## src/rtl/modulator_sequencer_if.sv

```systemverilog
// Reference-triple stream into the modulator sequencer: one valid/ready
// handshake carrying three signed phase references.
interface modulator_sequencer_if #(
  parameter int W = 16
);
  logic                valid;
  logic                ready;
  logic signed [W-1:0] mod_a;
  logic signed [W-1:0] mod_b;
  logic signed [W-1:0] mod_c;

  modport master (output valid, mod_a, mod_b, mod_c, input ready);
  modport slave  (input valid, mod_a, mod_b, mod_c, output ready);
endinterface

```

## src/rtl/modulator_sequencer.sv

```systemverilog
// Control-plane sequencer for the three-phase PWM modulator: clamps and
// double-buffers phase references, runs bridge start-up and latches faults.
module modulator_sequencer #(
  parameter int W                = 16,
  parameter int PRECHARGE_CYCLES = 8
) (
  input  logic                aclk,
  input  logic                resetn,
  input  logic                enable,
  input  logic                fault_in,
  input  logic                fault_clear,
  input  logic                carrier_sync,
  input  logic [W-1:0]        period_in,
  modulator_sequencer_if.slave s,
  output logic [W-1:0]        pwm_period,
  output logic signed [W-1:0] mod_a,
  output logic signed [W-1:0] mod_b,
  output logic signed [W-1:0] mod_c,
  output logic                drv_enable,
  output logic [1:0]          state,
  output logic                fault_latched
);

  typedef enum logic [1:0] {
    ST_DISABLED  = 2'd0,
    ST_PRECHARGE = 2'd1,
    ST_RUN       = 2'd2,
    ST_FAULT     = 2'd3
  } state_t;

  typedef struct packed {
    logic signed [W-1:0] a;
    logic signed [W-1:0] b;
    logic signed [W-1:0] c;
  } triple_t;

  localparam logic [7:0] PC_LAST = 8'(PRECHARGE_CYCLES);

  state_t     state_q, state_nxt;
  triple_t    mods_q, mods_nxt;
  triple_t    shadow_q, shadow_nxt;
  logic       full_q, full_nxt;
  logic       drv_q, drv_nxt;
  logic [7:0] cnt_q, cnt_nxt;
  logic [W-1:0] period_q, period_nxt;
  logic       ready_w;
  logic       take;
  triple_t    clamped;

  // Saturate a reference to [-p, +p]; one extra bit keeps the compare exact.
  function automatic logic signed [W-1:0] clamp(input logic signed [W-1:0] v,
                                                input logic [W-1:0] p);
    logic signed [W:0] v_x;
    logic signed [W:0] p_x;
    v_x = {v[W-1], v};
    p_x = {1'b0, p};
    if (v_x > p_x)       clamp = p;
    else if (v_x < -p_x) clamp = -p;
    else                 clamp = v;
  endfunction

  assign ready_w   = (state_q != ST_RUN) || !full_q;
  assign take      = s.valid && ready_w;
  assign clamped.a = clamp(s.mod_a, period_q);
  assign clamped.b = clamp(s.mod_b, period_q);
  assign clamped.c = clamp(s.mod_c, period_q);

  // NOTE: every variable gets its hold value first so no path leaves one unassigned (no latch).
  always_comb begin
    state_nxt  = state_q;
    mods_nxt   = mods_q;
    shadow_nxt = shadow_q;
    full_nxt   = full_q;
    drv_nxt    = drv_q;
    cnt_nxt    = cnt_q;
    period_nxt = (state_q == ST_DISABLED) ? period_in : period_q;

    if (take) begin
      shadow_nxt = clamped;
      full_nxt   = 1'b1;
    end

    if (fault_in && state_q != ST_FAULT) begin
      state_nxt = ST_FAULT;
      drv_nxt   = 1'b0;
      mods_nxt  = '0;
      full_nxt  = 1'b0;
      cnt_nxt   = '0;
    end else begin
      unique case (state_q)
        ST_DISABLED: begin
          if (enable) begin
            // All low-side switches on to charge the bootstrap capacitors.
            state_nxt  = ST_PRECHARGE;
            drv_nxt    = 1'b1;
            mods_nxt.a = -period_in;
            mods_nxt.b = -period_in;
            mods_nxt.c = -period_in;
            cnt_nxt    = '0;
          end
        end
        ST_PRECHARGE, ST_RUN: begin
          if (!enable) begin
            state_nxt = ST_DISABLED;
            drv_nxt   = 1'b0;
            mods_nxt  = '0;
            full_nxt  = 1'b0;
            cnt_nxt   = '0;
          end else if (carrier_sync && state_q == ST_PRECHARGE) begin
            cnt_nxt = cnt_q + 8'd1;
            if (cnt_q + 8'd1 == PC_LAST) begin
              state_nxt = ST_RUN;
              mods_nxt  = full_q ? shadow_q : '0;
              if (!take) full_nxt = 1'b0;
            end
          end else if (carrier_sync && full_q) begin
            mods_nxt = shadow_q;
            full_nxt = 1'b0;
          end
        end
        ST_FAULT: begin
          if (fault_clear && !fault_in) begin
            state_nxt = ST_DISABLED;
            full_nxt  = 1'b0;
          end
        end
        default: state_nxt = ST_DISABLED;
      endcase
    end
  end

  // NOTE: sequential state uses non-blocking assignments so all registers update together.
  // NOTE: shadow_q data is not reset; full_q alone marks whether it holds anything.
  always_ff @(posedge aclk) begin
    if (!resetn) begin
      state_q  <= ST_DISABLED;
      mods_q   <= '0;
      full_q   <= 1'b0;
      drv_q    <= 1'b0;
      cnt_q    <= '0;
      period_q <= period_in;
    end else begin
      state_q  <= state_nxt;
      mods_q   <= mods_nxt;
      full_q   <= full_nxt;
      drv_q    <= drv_nxt;
      cnt_q    <= cnt_nxt;
      period_q <= period_nxt;
    end
  end

  always_ff @(posedge aclk) begin
    shadow_q <= shadow_nxt;
  end

  assign s.ready       = ready_w;
  assign pwm_period    = period_q;
  assign mod_a         = mods_q.a;
  assign mod_b         = mods_q.b;
  assign mod_c         = mods_q.c;
  assign drv_enable    = drv_q;
  assign state         = state_q;
  assign fault_latched = (state_q == ST_FAULT);

endmodule

```

## src/flat_wrapper.sv

```systemverilog
// flat-port wrapper written by rule: the top's interface ports become plain ports
module modulator_sequencer_flat 
#(
  parameter int W                = 16,
  parameter int PRECHARGE_CYCLES = 8
)
  (aclk, resetn, enable, fault_in, fault_clear, carrier_sync, period_in, pwm_period, mod_a, mod_b, mod_c, drv_enable, state, fault_latched, s_valid, s_mod_a, s_mod_b, s_mod_c, s_ready);
  modulator_sequencer_if #(.W(W)) s_i ();
  input  logic aclk;
  input  logic resetn;
  input  logic enable;
  input  logic fault_in;
  input  logic fault_clear;
  input  logic carrier_sync;
  input  logic [W-1:0] period_in;
  output logic [W-1:0] pwm_period;
  output logic signed [W-1:0] mod_a;
  output logic signed [W-1:0] mod_b;
  output logic signed [W-1:0] mod_c;
  output logic drv_enable;
  output logic [1:0] state;
  output logic fault_latched;
  input wire logic [$bits(s_i.valid)-1:0] s_valid;
  input wire logic [$bits(s_i.mod_a)-1:0] s_mod_a;
  input wire logic [$bits(s_i.mod_b)-1:0] s_mod_b;
  input wire logic [$bits(s_i.mod_c)-1:0] s_mod_c;
  output wire logic [$bits(s_i.ready)-1:0] s_ready;
  assign s_i.valid = s_valid;
  assign s_i.mod_a = s_mod_a;
  assign s_i.mod_b = s_mod_b;
  assign s_i.mod_c = s_mod_c;
  assign s_ready = s_i.ready;
  modulator_sequencer #(.W(W), .PRECHARGE_CYCLES(PRECHARGE_CYCLES)) u_core (.aclk(aclk), .resetn(resetn), .enable(enable), .fault_in(fault_in), .fault_clear(fault_clear), .carrier_sync(carrier_sync), .period_in(period_in), .s(s_i), .pwm_period(pwm_period), .mod_a(mod_a), .mod_b(mod_b), .mod_c(mod_c), .drv_enable(drv_enable), .state(state), .fault_latched(fault_latched));
endmodule
```

## config.mk

```make
export PLATFORM = sky130hd
export DESIGN_NAME = modulator_sequencer_flat
export DESIGN_NICKNAME = d
export VERILOG_FILES = /design/src/rtl/modulator_sequencer_if.sv /design/src/rtl/modulator_sequencer.sv /design/src/flat_wrapper.sv
export SDC_FILE = /design/constraint.sdc
export NUM_CORES = 1
export LEC_CHECK = 0
export BUFFER_PORTS_ARGS = -buffer_cell sky130_fd_sc_hd__buf_2
export CAP_MARGIN = 20
export CORE_MARGIN = 3
export CORE_UTILIZATION = 50
export CTS_CLUSTER_DIAMETER = 40
export DETAILED_ROUTE_END_ITERATION = 12
export PLACE_DENSITY = 0.72
export SYNTH_ARGS = -nofsm -noshare
export SYNTH_HDL_FRONTEND = slang
export SYNTH_SLANG_ARGS = --single-unit
```

## constraint.sdc

```tcl
create_clock -name aclk -period 9.65 [get_ports aclk]
set_clock_uncertainty 0.2 [all_clocks]
set_input_delay 0.965 -clock aclk [delete_from_list [all_inputs] [get_ports aclk]]
set_output_delay 0.965 -clock aclk [all_outputs]
set_load 0.02 [all_outputs]
```

-- Word-level counts from Yosys, hierarchy flattened
Index checks and enable logic that the tools add are counted.
- logic and storage cells: 91
- output and inout bits: 69
- bits in registers: 124
- add/subtract/negate cells: 4
- eq/ne operators: 16
- order comparisons: 6
- mux-type cells: 37
- bitwise logic cells: 1
- reductions and logical operators: 16
- operators by type and width (cell ; count):
    $mux 48 ; 6
    $mux 16 ; 8
    $pmux 48 s2 ; 1
    $gt 16x17->1 ; 3
    $lt 16x17->1 ; 3
    $neg 16->16 ; 2
    $mux 8 ; 3
    $neg 16->17 ; 1
    $pmux 8 s2 ; 1
    $mux 2 ; 6
    $ne 4x2->1 const B ; 3
    $mux 1 ; 9
    $add 8x1->8 const B ; 1
    $eq 8x4->1 const B ; 1
    $ne 2x2->1 const B ; 4
    $reduce_and 4->1 ; 2
    $pmux 2 s3 ; 1
    $reduce_and 3->1 ; 2
    $logic_and 1x1->1 ; 5
    $eq 2x2->1 const B ; 2
    $ne 4x4->1 const B ; 1
    $pmux 1 s2 ; 2
    $reduce_or 2->1 ; 2
    $ne 3x1->1 const B ; 1
    other kinds (9) ; 10

-- Longest topological paths before layout
- depth after elaboration: 9
- depth in mapped cells: 17
- depth with buffers taken out: 15

-- Worst setup path after synthesis
No wires, ideal clock.
- kind: reg2reg
- from: register u_core.period_q[1], in the netlist u_core.pwm_period[1]
- to: register u_core.shadow_q[14] in the netlist's numbering, data pin
- required time: 9194 ps
- stages on the path, launching flop included: 16
- slack: 5112 ps
- path buffers: 1
- arrival time: 4082 ps
- cells stage by stage: edfxtp_1 > inv_1 > ha_1 > nor3b_2 > nand4_1 > nor3_1 > xnor2_1 > ha_1 > and3_1 > and3_1 > nand2_1 > o41ai_2 > mux2i_1 > buf_6 > mux2_4 > o22a_1
- RTL lines (item ; RTL line ; text):
    start: declaration ; modulator_sequencer.sv:45 ; logic [W-1:0] period_q, period_nxt;
    start signal: assignment ; modulator_sequencer.sv:141 ; period_q <= period_in;
    start signal: assignment ; modulator_sequencer.sv:148 ; period_q <= period_nxt;
    end signal: assignment ; modulator_sequencer.sv:153 ; shadow_q <= shadow_nxt;
    end: declaration ; modulator_sequencer.sv:41 ; triple_t shadow_q, shadow_nxt;

==> flow_metrics.py <==
metrics = {
    "status": {
        "status": "finished, final reports clean",
    },
    "timing": {
        "max-slew-margin-rel": 0.327,
        "fin_crit_sh": 0.577,
        "finalSetupTns_ps": 0,
        "drv_slew": 0,
        "rsz0062_at_grt": "false",
        "fmax_ghz": 0.180,
        "worst_slew_pin_slew_ps": 1010,
        "hold_viol": 0,
        "whs_ps": 296,
        "final.min_clock_period_ps": 5570,
        "setup_viol": 0,
    },
    "layout": {
        "n_antenna_cell": 0,
        "seqCellArea_um2": 3120,
        "fill_cells": 1583,
        "fin_nets": 1301,
        "area_growth_pct": 16.0,
        "multi_input_area_um2": 5580,
        "final_area_um2": 10500,
        "drive_gt1_frac": 0.194,
    },
    "floorplan": {
        "core-area_um2": 17500,
        "initial_core_util": 0.518,
        "fp-row-count": 48,
        "die-area_um2": 19800,
        "ioPinCount": 140,
        "die_w_um": 141,
        "die_y_um": 141,
    },
    "synth": {
        "ys_warn_count": 0,
        "synth_cells": 1014,
        "syn-num-nets": 1186,
        "avgSynthCellArea_um2": 8.95,
        "synth-seq-cells": 124,
        "synth_edf_count": 64,
        "synthTopCellsByArea": "edfxtp_1 (21%), ha_1 (14%), dfxtp_1 (13%)",
        "synth_most_common_cell": "a21oi_1",
        "ys_types": 79,
        "yosys-top-cells-count": "a21oi_1 (111), ha_1 (101), nor2_1 (76)",
        "synth-main-ff-cell": "edfxtp_1",
        "ys_seq_area_frac": 0.344,
        "netlist_area_um2": 9080,
        "synth_top_area_cell": "edfxtp_1",
        "netlist.area_leader.share": 0.212,
        "synthArstFlopShare": 0,
    },
    "detailed_routing": {
        "viasPerCell": 6.22,
        "drt_wl_total_mm": 28.0,
        "drtAntennaViolNets": 0,
        "dr.first_iter.drc_count": 934,
        "dr.pass1.iters": 6,
        "via_count": 8502,
        "post_drt_wl_per_cell_um": 20.5,
        "drc": 0,
    },
    "power_and_ir_drop": {
        "powerDensity_nw_per_um2": 192,
        "ir_drop_v": 0.000152,
        "leakage_uw": 0.00441,
    },
    "cts": {
        "cts_resized": 0,
        "insertion_delay_ps": 420,
        "postCtsHoldBufs": 0,
        "numCtsBuffers": 17,
        "cts_buffer_depth": 2,
        "clock_sinks": 124,
        "h-tree-depth": 4,
        "clk_pin_slew_ps": 70,
        "root_buffer": "clkbuf_16",
        "cts_tree": "yes",
        "cts_setup_buffers": 0,
    },
    "worst_setup_path": {
        "start_kind": "flop",
        "cp.arrival_ps": 5520,
        "critPathLaunch": "u_core.pwm_period[1]$_DFFE_PP_",
        "worst-setup-path-type": "reg2reg",
        "endpoint_kind": "flop",
        "critPathRequiredTime_ps": 9600,
        "r2r-start": "u_core.pwm_period[1]$_DFFE_PP_",
        "path_max_fanout": 31,
    },
    "global_route": {
        "grt_pass1_vias": 7827,
        "grt_pass1_wl_mm": 43.8,
        "grt_usage": 0.280,
        "grt_start_max_net_pins": 55,
        "grt.overflow.total": 0,
        "antenna_found_initial": 0,
    },
    "placement": {
        "io_buffer_count": 139,
        "post_dp_cell_area_um2": 9920,
        "dp_hpwl_mm": 21.6,
        "place.gp.congestion": 1.04,
    },
    "hold_path": {
        "hold_class": "reg2reg",
        "hp-start": "u_core.mod_c[1]$_SDFFE_PP0P_",
    },
    "flow_run": {
        "drv_cap": 0,
    },
}
==> state kept, by name (all words and copies together), names as in the netlist <==
register and count:
u_core.drv_enable 1, u_core.pwm_period 16, u_core.shadow_q 48, u_core.mod_c 16, u_core.mod_a 16, u_core.full_q 1, u_core.mod_b 16, u_core.cnt_q 8
u_core.state 2
==> placed cells by master, fill, tap and decap left out, types with 5 or more instances in the layout <==
cell type / count
a211oi_1: 35
a21boi_0: 7
a21o_1: 12
a21oi_1: 111
a31oi_1: 16
and2_1: 11
and3_1: 6
buf_2: 139
buf_4: 12
clkbuf_16: 20
dfxtp_1: 60
edfxtp_1: 64
ha_1: 101
inv_1: 43
mux2_2: 10
mux2i_1: 18
nand2_1: 75
nand2b_1: 6
nand3_1: 30
nand4_1: 25
nor2_1: 75
nor2b_1: 10
nor3_1: 17
nor4_1: 7
o2111ai_1: 9
o211ai_1: 7
o21a_1: 8
o21ai_0: 50
o22a_1: 13
o22ai_1: 12
o31ai_1: 5
or3_1: 8
xnor2_1: 18
xor2_1: 11
==> worst paths after layout <==
kind                                        to  slack (ps)  cells past startpoint
hold / removal    u_core.mod_c[1]$_SDFFE_PP0P_         300                      2
hold reg to reg   u_core.mod_c[1]$_SDFFE_PP0P_         300                      2
setup reg to reg  u_core.shadow_q[4]$_DFFE_PP_        4080                     15
setup / recovery  u_core.shadow_q[4]$_DFFE_PP_        4080                     15
==> routing by layer <==
metal / global-route usage / vias up / routed length, µm
met2: 0.433 / 422 / 12400
met5: 0 / - / 0
met3: 0.0488 / 48 / 2390
li1: - / 4089 / -
met1: 0.407 / 3943 / 12700
met4: 0.0724 / 0 / 539
==> area by class of cell <==
type | count | share of cell area
Clock buffer | 22 | 0.0501
Inverter | 43 | 0.0153
Clock inverter | 10 | 0.00665
Sequential cell | 124 | 0.297
Tap cell | 225 | 0.0267
Multi-Input combinational cell | 792 | 0.530
Timing Repair Buffer | 151 | 0.0746
==> through the flow <==
step / cells / worst slack [ps] / total power (µW) / util
detailed placement: 1333 / 4240 / 1380 / 0.565
CTS: 1365 / 4190 / 2020 / 0.600
global placement: 1333 / 4460 / 1380 / 0.565
finish: 1367 / 4080 / 2020 / 0.600
global route: 1367 / 3780 / 2140 / 0.600
floorplan: 1014 / 5110 / 1170 / -
==> worst max-delay path, cell delays in order (launching register included) <==
cell      delay, ps
edfxtp_1        470
inv_1           240
ha_1            320
nor3b_2         520
nand4_1         330
nor3_1          470
xnor2_1         220
ha_1            330
and3_1          180
and3_1          190
nand2_1          70
o41ai_2         410
mux2i_4         290
buf_4           400
mux2_2          410
o22a_1          200
==> kinds of logic (layout without fill, tap and decap cells) <==
| logic type | Yosys count | count (layout) | synth area share |
|---|---|---|---|
| AND/OR/NAND/NOR | 304 | 304 | 0.171 |
| flip-flops | 124 | 124 | 0.344 |
| multiplexers | 31 | 31 | 0.0365 |
| XOR/XNOR | 30 | 30 | 0.0305 |
| buffers and inverters | 98 | 226 | 0.0458 |
| adder cells (fa/ha/maj) | 103 | 103 | 0.142 |
| AO/OA/AOI/OAI | 324 | 324 | 0.231 |
==> report_power, final <==
group	internal (µW)	switching [µW]	total, µW	leakage [µW]
sequential	645	56.7	701	0.00112
combinational	242	445	687	0.00298
clock	390	241	631	0.000304
total	1280	743	2020	0.00441
Note: power is estimated with default switching activity, not from simulation.
